--- src/rtl/bmp_result_writer.sv ---
// bmp_result_writer: copies the BMP header from the source ROM into the result
// RAM, then stores each valid filtered pixel after the header. header_done tells
// the filter to start streaming, and write_done tells the controller that a full
// frame has been stored.
module bmp_result_writer #(
   parameter int BIT_WIDTH  = 8,
   parameter int ADDR_WIDTH = 14,
   parameter int HEADER_LEN = 1078,
   parameter int PIXELS     = 10000
) (
   input  logic                  clk,
   input  logic                  rst_n,
   input  logic                  start,
   output logic [ADDR_WIDTH-1:0] hdr_addr,
   input  logic [BIT_WIDTH-1:0]  hdr_data,
   output logic                  header_done,
   input  logic [BIT_WIDTH-1:0]  pixel_in,
   input  logic                  pixel_valid,
   output logic                  mem_we,
   output logic [ADDR_WIDTH-1:0] mem_addr,
   output logic [BIT_WIDTH-1:0]  mem_din,
   output logic                  busy,
   output logic                  write_done
);

   localparam logic [1:0] ST_IDLE = 2'd0;
   localparam logic [1:0] ST_HDR  = 2'd1;
   localparam logic [1:0] ST_PIX  = 2'd2;
   localparam logic [1:0] ST_DONE = 2'd3;

   // Pixel counter is sized to hold PIXELS itself, so it can never wrap.
   localparam int PCW = $clog2(PIXELS + 1);

   localparam logic [ADDR_WIDTH-1:0] HDR_BASE = ADDR_WIDTH'(HEADER_LEN);
   localparam logic [ADDR_WIDTH-1:0] HDR_LAST = ADDR_WIDTH'(HEADER_LEN - 1);
   localparam logic [PCW-1:0]        PIX_LAST = PCW'(PIXELS - 1);

   // The whole frame must fit in the result RAM address space.
   if (HEADER_LEN + PIXELS > (1 << ADDR_WIDTH)) begin : g_range_err
      $error("bmp_result_writer: HEADER_LEN+PIXELS exceeds the address space");
   end

   logic [1:0]            state_r;
   logic [PCW-1:0]        pix_cnt_r;
   // Header read pipeline: stage 1 holds the address presented to the ROM this
   // cycle. Stage 2 marks the cycle in which the ROM data for that address is
   // on hdr_data.
   logic                  rd_v1_r;
   logic                  rd_v2_r;
   logic [ADDR_WIDTH-1:0] rd_addr2_r;

   // Frame sequencer: header copy, pixel capture and completion, with all outputs registered.
   always_ff @(posedge clk) begin
      if (!rst_n) begin
         state_r     <= ST_IDLE;
         pix_cnt_r   <= '0;
         rd_v1_r     <= 1'b0;
         rd_v2_r     <= 1'b0;
         rd_addr2_r  <= '0;
         hdr_addr    <= '0;
         header_done <= 1'b0;
         mem_we      <= 1'b0;
         mem_addr    <= '0;
         mem_din     <= '0;
         busy        <= 1'b0;
         write_done  <= 1'b0;
      end else begin
         case (state_r)
            ST_IDLE, ST_DONE: begin
               // The sequencer is parked here, so pixel_valid is ignored.
               mem_we  <= 1'b0;
               rd_v2_r <= 1'b0;
               if (start) begin
                  state_r     <= ST_HDR;
                  busy        <= 1'b1;
                  hdr_addr    <= '0;
                  header_done <= 1'b0;
                  write_done  <= 1'b0;
                  pix_cnt_r   <= '0;
                  rd_v1_r     <= 1'b1;
               end else if (state_r == ST_DONE) begin
                  busy       <= 1'b0;
                  write_done <= 1'b1;
                  rd_v1_r    <= 1'b0;
               end else begin
                  rd_v1_r <= 1'b0;
               end
            end
            ST_HDR: begin
               // Step the ROM address up to the last header byte, then hold it there.
               rd_v2_r    <= rd_v1_r;
               rd_addr2_r <= hdr_addr;
               if (hdr_addr != HDR_LAST) begin
                  hdr_addr <= hdr_addr + ADDR_WIDTH'(1);
                  rd_v1_r  <= 1'b1;
               end else begin
                  rd_v1_r <= 1'b0;
               end
               // ROM data is on hdr_data now, so write it two cycles after its address.
               if (rd_v2_r) begin
                  mem_we   <= 1'b1;
                  mem_addr <= rd_addr2_r;
                  mem_din  <= hdr_data;
               end else if (mem_we && (mem_addr == HDR_LAST)) begin
                  mem_we      <= 1'b0;
                  header_done <= 1'b1;
                  state_r     <= ST_PIX;
               end else begin
                  mem_we <= 1'b0;
               end
            end
            ST_PIX: begin
               if (pixel_valid) begin
                  mem_we    <= 1'b1;
                  mem_addr  <= HDR_BASE + ADDR_WIDTH'(pix_cnt_r);
                  mem_din   <= pixel_in;
                  pix_cnt_r <= pix_cnt_r + PCW'(1);
                  if (pix_cnt_r == PIX_LAST) begin
                     state_r <= ST_DONE;
                  end
               end else begin
                  mem_we <= 1'b0;
               end
            end
            default: begin
               state_r <= ST_IDLE;
               mem_we  <= 1'b0;
            end
         endcase
      end
   end

endmodule

--- config.mk ---
export PLATFORM = sky130hd
export DESIGN_NAME = bmp_result_writer
export DESIGN_NICKNAME = d
export VERILOG_FILES = /design/src/rtl/bmp_result_writer.sv
export SDC_FILE = /design/constraint.sdc
export NUM_CORES = 1
export LEC_CHECK = 0
export ABC_AREA = 1
export BUFFER_PORTS_ARGS = -buffer_cell sky130_fd_sc_hd__buf_2
export CAP_MARGIN = 25
export CELL_PAD_IN_SITES_DETAIL_PLACEMENT = 1
export CELL_PAD_IN_SITES_GLOBAL_PLACEMENT = 1
export CORE_ASPECT_RATIO = 0.9
export CORE_MARGIN = 2
export CORE_UTILIZATION = 40
export CTS_CLUSTER_DIAMETER = 200
export CTS_CLUSTER_SIZE = 10
export DETAILED_ROUTE_END_ITERATION = 7
export PLACE_DENSITY = 0.78
export RECOVER_POWER = 25
export SYNTH_ARGS = -nofsm -noshare
export SYNTH_HDL_FRONTEND = slang
export SYNTH_SLANG_ARGS = --single-unit
--- constraint.sdc ---
create_clock -name clk -period 2.1 [get_ports clk]
set_input_delay 0.105 -clock clk [delete_from_list [all_inputs] [get_ports clk]]
set_output_delay 0.105 -clock clk [all_outputs]
set_load 0.02 [all_outputs]
==> results of run 1 <==
[critical path, cell delays in order, from the launching register on]
cell     delay, ns
dfxtp_1       0.40
inv_1         0.10
ha_1          0.36
inv_1         0.10
o21ai_1       0.15
nand2_2       0.15
nor2_4        0.14
nand3_1       0.15
inv_1         0.11
nand3_1       0.07
nand2_1       0.07
nor2_1        0.04
[state kept, by name, summed over array words and instances (netlist names), 2 cells and up]
register,flops
hdr_addr,14
rd_addr2_r,14
mem_addr,14
pix_cnt_r,14
state_r,2
mem_din,8
[cells in the final DEF (no fill, tap or decap)]
cell,count
a211oi_2,1
nand4_1,13
a211oi_1,2
clkinv_4,1
inv_1,50
a21oi_2,8
inv_6,1
bufinv_16,1
inv_4,1
ha_1,10
a21oi_1,49
nand2_4,1
nor2_4,2
nor2_2,1
nand3_2,1
clkinvlp_4,2
nand2_2,4
xor2_1,7
o21ai_1,4
nand3_1,32
o21ai_0,49
buf_2,31
clkbuf_1,29
dfxtp_1,72
nor2_1,102
nor3_1,5
buf_4,20
o21bai_1,1
nand3b_1,1
xnor2_1,1
clkinv_2,1
a31oi_1,10
clkbuf_8,9
inv_2,3
nand2_1,116
[per-stage QoR]
stage / worst slack, ns / area, um2
after floorplan: 0.440 / 3790
after global placement: 0.259 / 4230
after detailed placement: 0.175 / 4230
after CTS: 0.116 / 4430
after global routing: 0.00725 / 4450
final: 0.159 / 4450
[power by group through the flow]
stage | logic (mW) | clock network, mW | registers, mW
5_1_grt | 2.83 | 1.19 | 1.98
3_5_place_dp | 2.37 | 0 | 1.95
6_report | 2.54 | 1.12 | 1.94
2_1_floorplan | 1.49 | 0 | 2.11
4_1_cts | 2.41 | 1.14 | 1.93
3_3_place_gp | 2.30 | 0 | 1.94
[worst paths after layout]
kind | start | to | slack, ns | cells past startpoint
worst max-delay path | state_r[0] | pix_cnt_r[11] | 0.16 | 11
worst min-delay path | hdr_data[7] | mem_din[7] | 0.02 | 3
worst max register to register | state_r[0] | pix_cnt_r[11] | 0.16 | 11
worst min register to register | write_done | write_done | 0.50 | 2
[cells by family after synthesis]
logic type / after synthesis
simple gates: 278
xor+xnor: 8
buf+inv: 76
fa+ha+maj: 10
flops: 72
compound gates: 124
[metal layers]
| layer | share of wire [%] | up-vias | track usage [%] |
|---|---|---|---|
| met3 | 4.3 | 19 | 4.27 |
| met1 | 49 | 1959 | 33.3 |
| li1 | - | 1995 | - |
| met2 | 45 | 93 | 42.1 |
| met5 | 0 | - | 0 |
| met4 | 1.6 | 0 | 7.36 |
[what timing repair did]
action                                 CTS  global route
hold buffers                             0             0
setup endpoints to repair                0            12
gates resized for setup                  0             5
endpoints found under the hold margin    0             0
buffers inserted                         0             5
[layout make-up]
class / instances / share of cell area [%]
clock buffer: 10 / 2.87
tap: 122 / 3.43
inverter: 54 / 4.62
clock inverter: 6 / 1.52
multi-input combinational: 420 / 45.9
sequential: 72 / 32.4
timing repair buffer: 79 / 9.23
==> impl_metrics.toml, run 1 <==
[synth]
syn_area_um2 = 3790
synth_top_cell_area_share_pct = 38.0
synthTopCellsByArea = "dfxtp_1, nand2_1, nor2_1, a21oi_1, o21ai_0"
synthAdderAreaFrac_pct = 3.30
synth_compound_area_share_pct = 17.8
syn_inst = 568
yosysTopAreaCell = "dfxtp_1"
yosysSeqAreaShare_pct = 38.0
postSynthAreaPerCell_um2 = 6.67
synth-edff-count = 0
synth-async-reset-ratio_pct = 0
yosysWarnings = 0
synth_cell_types = 30
synth_top_family_by_area = "simple AND/OR/NAND/NOR gates"
synth.net_count = 598
synthSimpleGateAreaFrac_pct = 30.5
synth_most_common_cell = "nand2_1"
ys.flop_type = "dfxtp_1"
synthXorXnorAreaFrac_pct = 1.85
ys_ff_latch = 72
synthMuxAreaShare_pct = 0
ys_top_cells_by_count = "nand2_1, nor2_1, dfxtp_1"

[final_layout]
area_delta_synth_final_pct = 17.3
nets = 666
antenna_cells = 0
final_util_pct = 48.5
layout-drive-gt1-share_pct = 13.7
register_area_um2 = 1440
stdcell_count = 763
multi_input_area_um2 = 2040
fillers = 1253

[clock_network]
cts.htree.levels = 3
cts_inserted_buffers = 9
clkSinkCount = 72
cts_root_buf = "clkbuf_8"
clock_latency_ns = 0.34
clock_path_buffers = 2
cts_tree = "built"
clkSlewWorstSetupHoldPaths_ns = 0.08

[power_and_ir_drop]
p_switching_mw = 2.54
p_leak_nw = 1.78
p_comb_share_pct = 45.4
clockPowerShare_pct = 19.9
worst_ir_drop_vdd_mv = 0.541
internal_power_mw = 3.05
total_power_mw = 5.59
p_seq_share_pct = 34.6
swShare_pct = 45.4
power_density_nw_per_um2 = 1260

[setup_path]
cp-start-kind = "flop"
endpoint_kind = "flop"
cp_max_fo = 5
crit_type = "flop to flop"
arrival_ns = 2.18
required_ns = 2.34

[drt]
avgViaCountPerCell = 5.33
via_count = 4066
ant_nets = 0
drc_errors = 0
initialDrtViolationCount = 181
dr.pass1.iters = 4
wl_per_cell_um = 16.2
wl_um = 12400

[timing]
setup_viol = 0
fin_tns_setup_ns = 0
maxSlewViolCount = 0
final_hold_viol_count = 0
fin_crit_ns = 1.94
max_freq_ghz = 0.515
skew_ns = 0.00664
maxSlewHeadroom_pct = 66.5
rsz0062_at_grt = "false"
max_slew.worst_pin.slew_ns = 0.502
hold_slack_ns = 0.0247
finalCritPeriodShare_pct = 92.4

[grt]
grt_pass1_wl_um = 20300
grt_pass1_vias = 4122
track_usage_pct = 25.1
grt_antenna_before_repair = 0
grt_max_degree = 30
grt_overflow = 0

[placement]
gp_congestion = 0.852
numPortBuffers = 59
hpwl_um = 9070
place_inst = 742

[die]
fp.dieH_um = 96.4
initial_utilization_pct = 41.4
die_w_um = 107
core_um2 = 9170
num_io_pins = 60
fp-row-count = 33
fp.dieArea_um2 = 10300

[run]
max_cap_viol_count = 0

[run_status]
status = "completed"

[min_path]
hold_class = "primary input to flop"
(Power assumes the default switching activity.)
==> run 2, diff against run 1 <==
--- a/config.mk
+++ b/config.mk
@@ -16,7 +16,7 @@
 export CTS_CLUSTER_DIAMETER = 200
 export CTS_CLUSTER_SIZE = 10
 export DETAILED_ROUTE_END_ITERATION = 7
-export PLACE_DENSITY = 0.78
+export PLACE_DENSITY_LB_ADDON = 0.2
 export RECOVER_POWER = 25
 export SYNTH_ARGS = -nofsm -noshare
 export SYNTH_HDL_FRONTEND = slang
==> impl_metrics.toml, run 2 (synthesized netlist as in run 1, its figures left out) <==
[timing]
skew_ns = 0.0142
max_slew.worst_pin.slew_ns = 0.489
max_freq_ghz = 0.512
setup_viol = 0
hold_slack_ns = 0.0184
final_hold_viol_count = 0
fin_crit_ns = 1.95
finalCritPeriodShare_pct = 92.9
fin_tns_setup_ns = 0
maxSlewHeadroom_pct = 67.2
maxSlewViolCount = 0

[setup_path]
cp-start-kind = "flop"
required_ns = 2.34
cp_max_fo = 5
reg2reg_slack_ns = 0.15
endpoint_kind = "flop"
rr_startpoint = "state_r[0]"
rr_worst_depth = 9
r2r-end = "pix_cnt_r[7]"
crit_type = "flop to flop"
arrival_ns = 2.19

[grt]
grt_max_degree = 29
grt_overflow = 0
track_usage_pct = 24.7
grt_antenna_before_repair = 0
grt_pass1_vias = 4012
grt_pass1_wl_um = 19900

[drt]
dr.pass1.iters = 4
avgViaCountPerCell = 5.28
wl_um = 12400
ant_nets = 0
drc_errors = 0
wl_per_cell_um = 16.3
initialDrtViolationCount = 154
via_count = 4001

[die]
fp.dieArea_um2 = 10300
num_io_pins = 60
initial_utilization_pct = 41.4
fp-row-count = 33
core_um2 = 9170
die_w_um = 107
fp.dieH_um = 96.4

[min_path]
holdPathEnd = "mem_din[5]"
min-delay-start = "hdr_data[5]"
hold_depth = 3
hold_class = "primary input to flop"

[clock_network]
cts_tree = "built"
cts_root_buf = "clkbuf_8"
clock_path_buffers = 2
cts_inserted_buffers = 9
clkSinkCount = 72
clkSlewWorstSetupHoldPaths_ns = 0.09
cts.htree.levels = 3
clock_latency_ns = 0.36
ctsHoldBuffers = 0

[placement]
hpwl_um = 9060
numPortBuffers = 59
dpl_cell_area_um2 = 4220
gp_congestion = 0.874

[power_and_ir_drop]
p_switching_mw = 2.56
total_power_mw = 5.42
worst_ir_drop_vdd_mv = 0.483
p_leak_nw = 1.75
p_seq_share_pct = 35.8
p_comb_share_pct = 45.8
internal_power_mw = 2.86
swShare_pct = 47.2
power_density_nw_per_um2 = 1230
clockPowerShare_pct = 18.4

[final_layout]
antenna_cells = 0
area_delta_synth_final_pct = 16.1
nets = 661
final_cell_mix = "nand2_1, nor2_1, dfxtp_1"
final_common_cell = "nand2_1"
layout-drive-gt1-share_pct = 14.0
post-route-cell-area_um2 = 4400

[run_status]
status = "completed"

[run]
max_cap_viol_count = 0
## run 2: cell types whose count changed in the layout (fill, tap and decap cells not counted), sizes merged
cell	change
clkinvlp	+1
buf	-5
clkbuf	-1
bufinv	-1
clkinv	+1
## run 2: per-layer routing
metal	GRT usage, %	part of all wire, %	up-vias
li1	-	-	1977
met1	32.9	48	1915
met2	41.5	46	98
met3	4.40	5.0	11
met4	6.39	1.1	0
met5	0	0	-
## run 2: power groups by stage
stage / Clock [mW] / Combinational (mW) / Sequential, mW
2_1_floorplan: 0 / 1.49 / 2.11
3_3_place_gp: 0 / 2.25 / 1.94
3_5_place_dp: 0 / 2.33 / 1.96
4_1_cts: 1.02 / 2.37 / 1.93
5_1_grt: 1.08 / 2.77 / 1.98
6_report: 0.999 / 2.48 / 1.94
## run 2: critical path, cell delays in order, from the launching register on
cell and delay (ns):
dfxtp_2 0.37, inv_1 0.08, ha_1 0.39, inv_1 0.10, o21ai_1 0.17, nand2_2 0.16
nor2_4 0.14, nand3_1 0.15, o21ai_0 0.20, nor2_1 0.06
## run 2: what timing repair did
item / 4_1_cts / 5_1_grt
resized for setup: 1 / 10
setup endpoints to repair: 1 / 18
buffers inserted: 0 / 2
## run 2: per-stage QoR
stage / worst slack, ns / utilization, % / std cells
after floorplan: 0.440 / - / 568
after detailed placement: 0.0659 / 46.0 / 740
after CTS: 0.0746 / 47.9 / 756
final: 0.149 / 48.0 / 758
after global routing: -0.0273 / 48.0 / 758
after global placement: 0.216 / 46.0 / 740
## run 2: cell type report
class                           count  area [um2]
Fill cell                        1267        4770
Clock buffer                        9         124
Clock inverter                      7        46.3
Sequential cell                    72        1440
Timing Repair Buffer               74         373
Tap cell                          122         153
Multi-Input combinational cell    420        2060
Inverter                           54         205
## run 2: worst max path at each step
stage	from	to	slack (ns)	cells after the start
after CTS	state_r[0]	hdr_addr[10]	0.07	10
after detailed placement	state_r[0]	hdr_addr[10]	0.07	10
after global placement	state_r[0]	hdr_addr[11]	0.22	10
after floorplan	state_r[0]	hdr_addr[1]	0.44	9
final	state_r[0]	pix_cnt_r[7]	0.15	9
after global routing	state_r[0]	pix_cnt_r[9]	-0.03	10
==> run 3, diff against run 2 <==
--- a/config.mk
+++ b/config.mk
@@ -11,8 +11,7 @@
 export CELL_PAD_IN_SITES_DETAIL_PLACEMENT = 1
 export CELL_PAD_IN_SITES_GLOBAL_PLACEMENT = 1
 export CORE_ASPECT_RATIO = 0.9
-export CORE_MARGIN = 2
-export CORE_UTILIZATION = 40
+export CORE_UTILIZATION = 43
 export CTS_CLUSTER_DIAMETER = 200
 export CTS_CLUSTER_SIZE = 10
 export DETAILED_ROUTE_END_ITERATION = 7
==> constraint.sdc (replaced) <==
create_clock -name clk -period 2.3 [get_ports clk]
set_input_delay 0.115 -clock clk [delete_from_list [all_inputs] [get_ports clk]]
set_output_delay 0.115 -clock clk [all_outputs]
set_load 0.02 [all_outputs]
==> impl_metrics.toml, run 3 (synthesized netlist as in run 1, its figures left out) <==
[clock_network]
cts.htree.levels = 3
cts_root_buf = "clkbuf_8"
cts_inserted_buffers = 9
post-cts-setup-buffer-count = 0
clkSinkCount = 72
clock_path_buffers = 2
clock_latency_ns = 0.35
ctsHoldBuffers = 0
clkSlewWorstSetupHoldPaths_ns = 0.09
cts_resized = 0
cts_tree = "built"

[timing]
hold_slack_ns = 0.0243
skew_ns = 0.0107
max_freq_ghz = 0.486
final_hold_viol_count = 0
fin_tns_setup_ns = 0
fin_crit_ns = 2.06
max_slew.worst_pin.slew_ns = 0.445
final.setup.worst_slack_ns = 0.244
finalCritPeriodShare_pct = 89.4
rsz0062_at_grt = "false"
setup_viol = 0
maxSlewViolCount = 0
maxSlewHeadroom_pct = 70.0

[setup_path]
cp_max_fo = 15
required_ns = 2.54
slowest_stage = "dfxtp_1"
cp_common_cell = "nor2_1"
crit_path_cell_trace = "inv_1 -> ha_1 -> nand2_1 -> o21ai_0 -> inv_1 -> nand2_4 -> inv_2 -> nor2_1 -> nor2_1 -> nor2_1"
cp-start-kind = "flop"
endpoint_kind = "flop"
arrival_ns = 2.29
crit_type = "flop to flop"
worst_path_largest_cell_delay_ns = 0.39

[grt]
grt_max_degree = 29
grt_pass1_vias = 4079
grt_overflow = 0
grtUsageMet3_pct = 4.46
grtUsageMet2_pct = 45.9
grt_pass1_wl_um = 20000
busiest_layer = "met2"
grt_antenna_before_repair = 0
met1_usage_pct = 37.3
track_usage_pct = 28.0

[power_and_ir_drop]
power_density_nw_per_um2 = 1190
p_leak_nw = 1.77
worst_ir_drop_vdd_mv = 0.512

[die]
initial_utilization_pct = 44.2
core_um2 = 8570
fp-row-count = 32
num_io_pins = 60
fp.dieArea_um2 = 9200
die_w_um = 101
fp.dieH_um = 91.1

[final_layout]
nets = 656
final_cell_mix = "nand2_1, nor2_1, dfxtp_1, inv_1, o21ai_0"
final_util_pct = 51.7
area_delta_synth_final_pct = 16.8
antenna_cells = 0
final_common_cell = "nand2_1"
stdcell_count = 750
fillers = 1225
layout-drive-gt1-share_pct = 12.4

[drt]
avgViaCountPerCell = 5.35
wl_per_cell_um = 16.4
ant_nets = 0
dr.pass1.iters = 4
via_count = 4015
drc_errors = 0
initialDrtViolationCount = 153
wl_um = 12300

[placement]
place_inst = 734
numPortBuffers = 59
gp_congestion = 0.871
hpwl_um = 8970
post-place-ws_ns = 0.271

[run]
max_cap_viol_count = 0

[min_path]
hold_class = "primary input to flop"

[run_status]
status = "completed"
## run 3: stage by stage
| step | power [mW] | cell area [um2] |
|---|---|---|
| finish | 5.26 | 4430 |
| floorplan | 3.28 | 3790 |
| detailed placement | 3.90 | 4190 |
| global placement | 3.80 | 4190 |
| global route | 5.58 | 4430 |
| CTS | 5.29 | 4460 |
## run 3: worst paths after layout
path | from | slack [ns] | depth (start not counted) | end
min reg2reg | mem_addr[11] | 0.49 | 2 | mem_addr[11]
max reg2reg | state_r[0] | 0.24 | 10 | hdr_addr[13]
max | state_r[0] | 0.24 | 10 | hdr_addr[13]
min | hdr_data[4] | 0.02 | 3 | mem_din[4]
## run 3: worst max-delay path, delay by kind of cell (launching register included)
| kind | cells | cell delay (ns) |
|---|---|---|
| DFF | 1 | 0.39 |
| AOI/OAI and AO/OA | 1 | 0.14 |
| buffers and inverters | 3 | 0.50 |
| adders and majority gates | 1 | 0.36 |
| and+or+nand+nor | 5 | 0.55 |
## run 3: metal layers
metal	share of wire, %	wire length [um]
met5	0	0
met2	47	5740
met3	5.0	611
met1	47	5780
met4	1.4	177
## run 3: power breakdown
group	switching [mW]	internal, mW	total, mW
clock	0.505	0.861	1.37
sequential	0.223	1.54	1.76
combinational	1.53	0.596	2.12
## run 3: layout make-up
class                   instances  area (um2)  share of cell area [%]
repair buffers                 69         335                    7.57
inverters                      54         203                    4.58
flip-flops and latches         72        1440                    32.6
clock buffers                  11         141                    3.19
clock inverters                 5         128                    2.88
multi-input cells             420        2030                    45.9
well taps                     119         149                    3.36
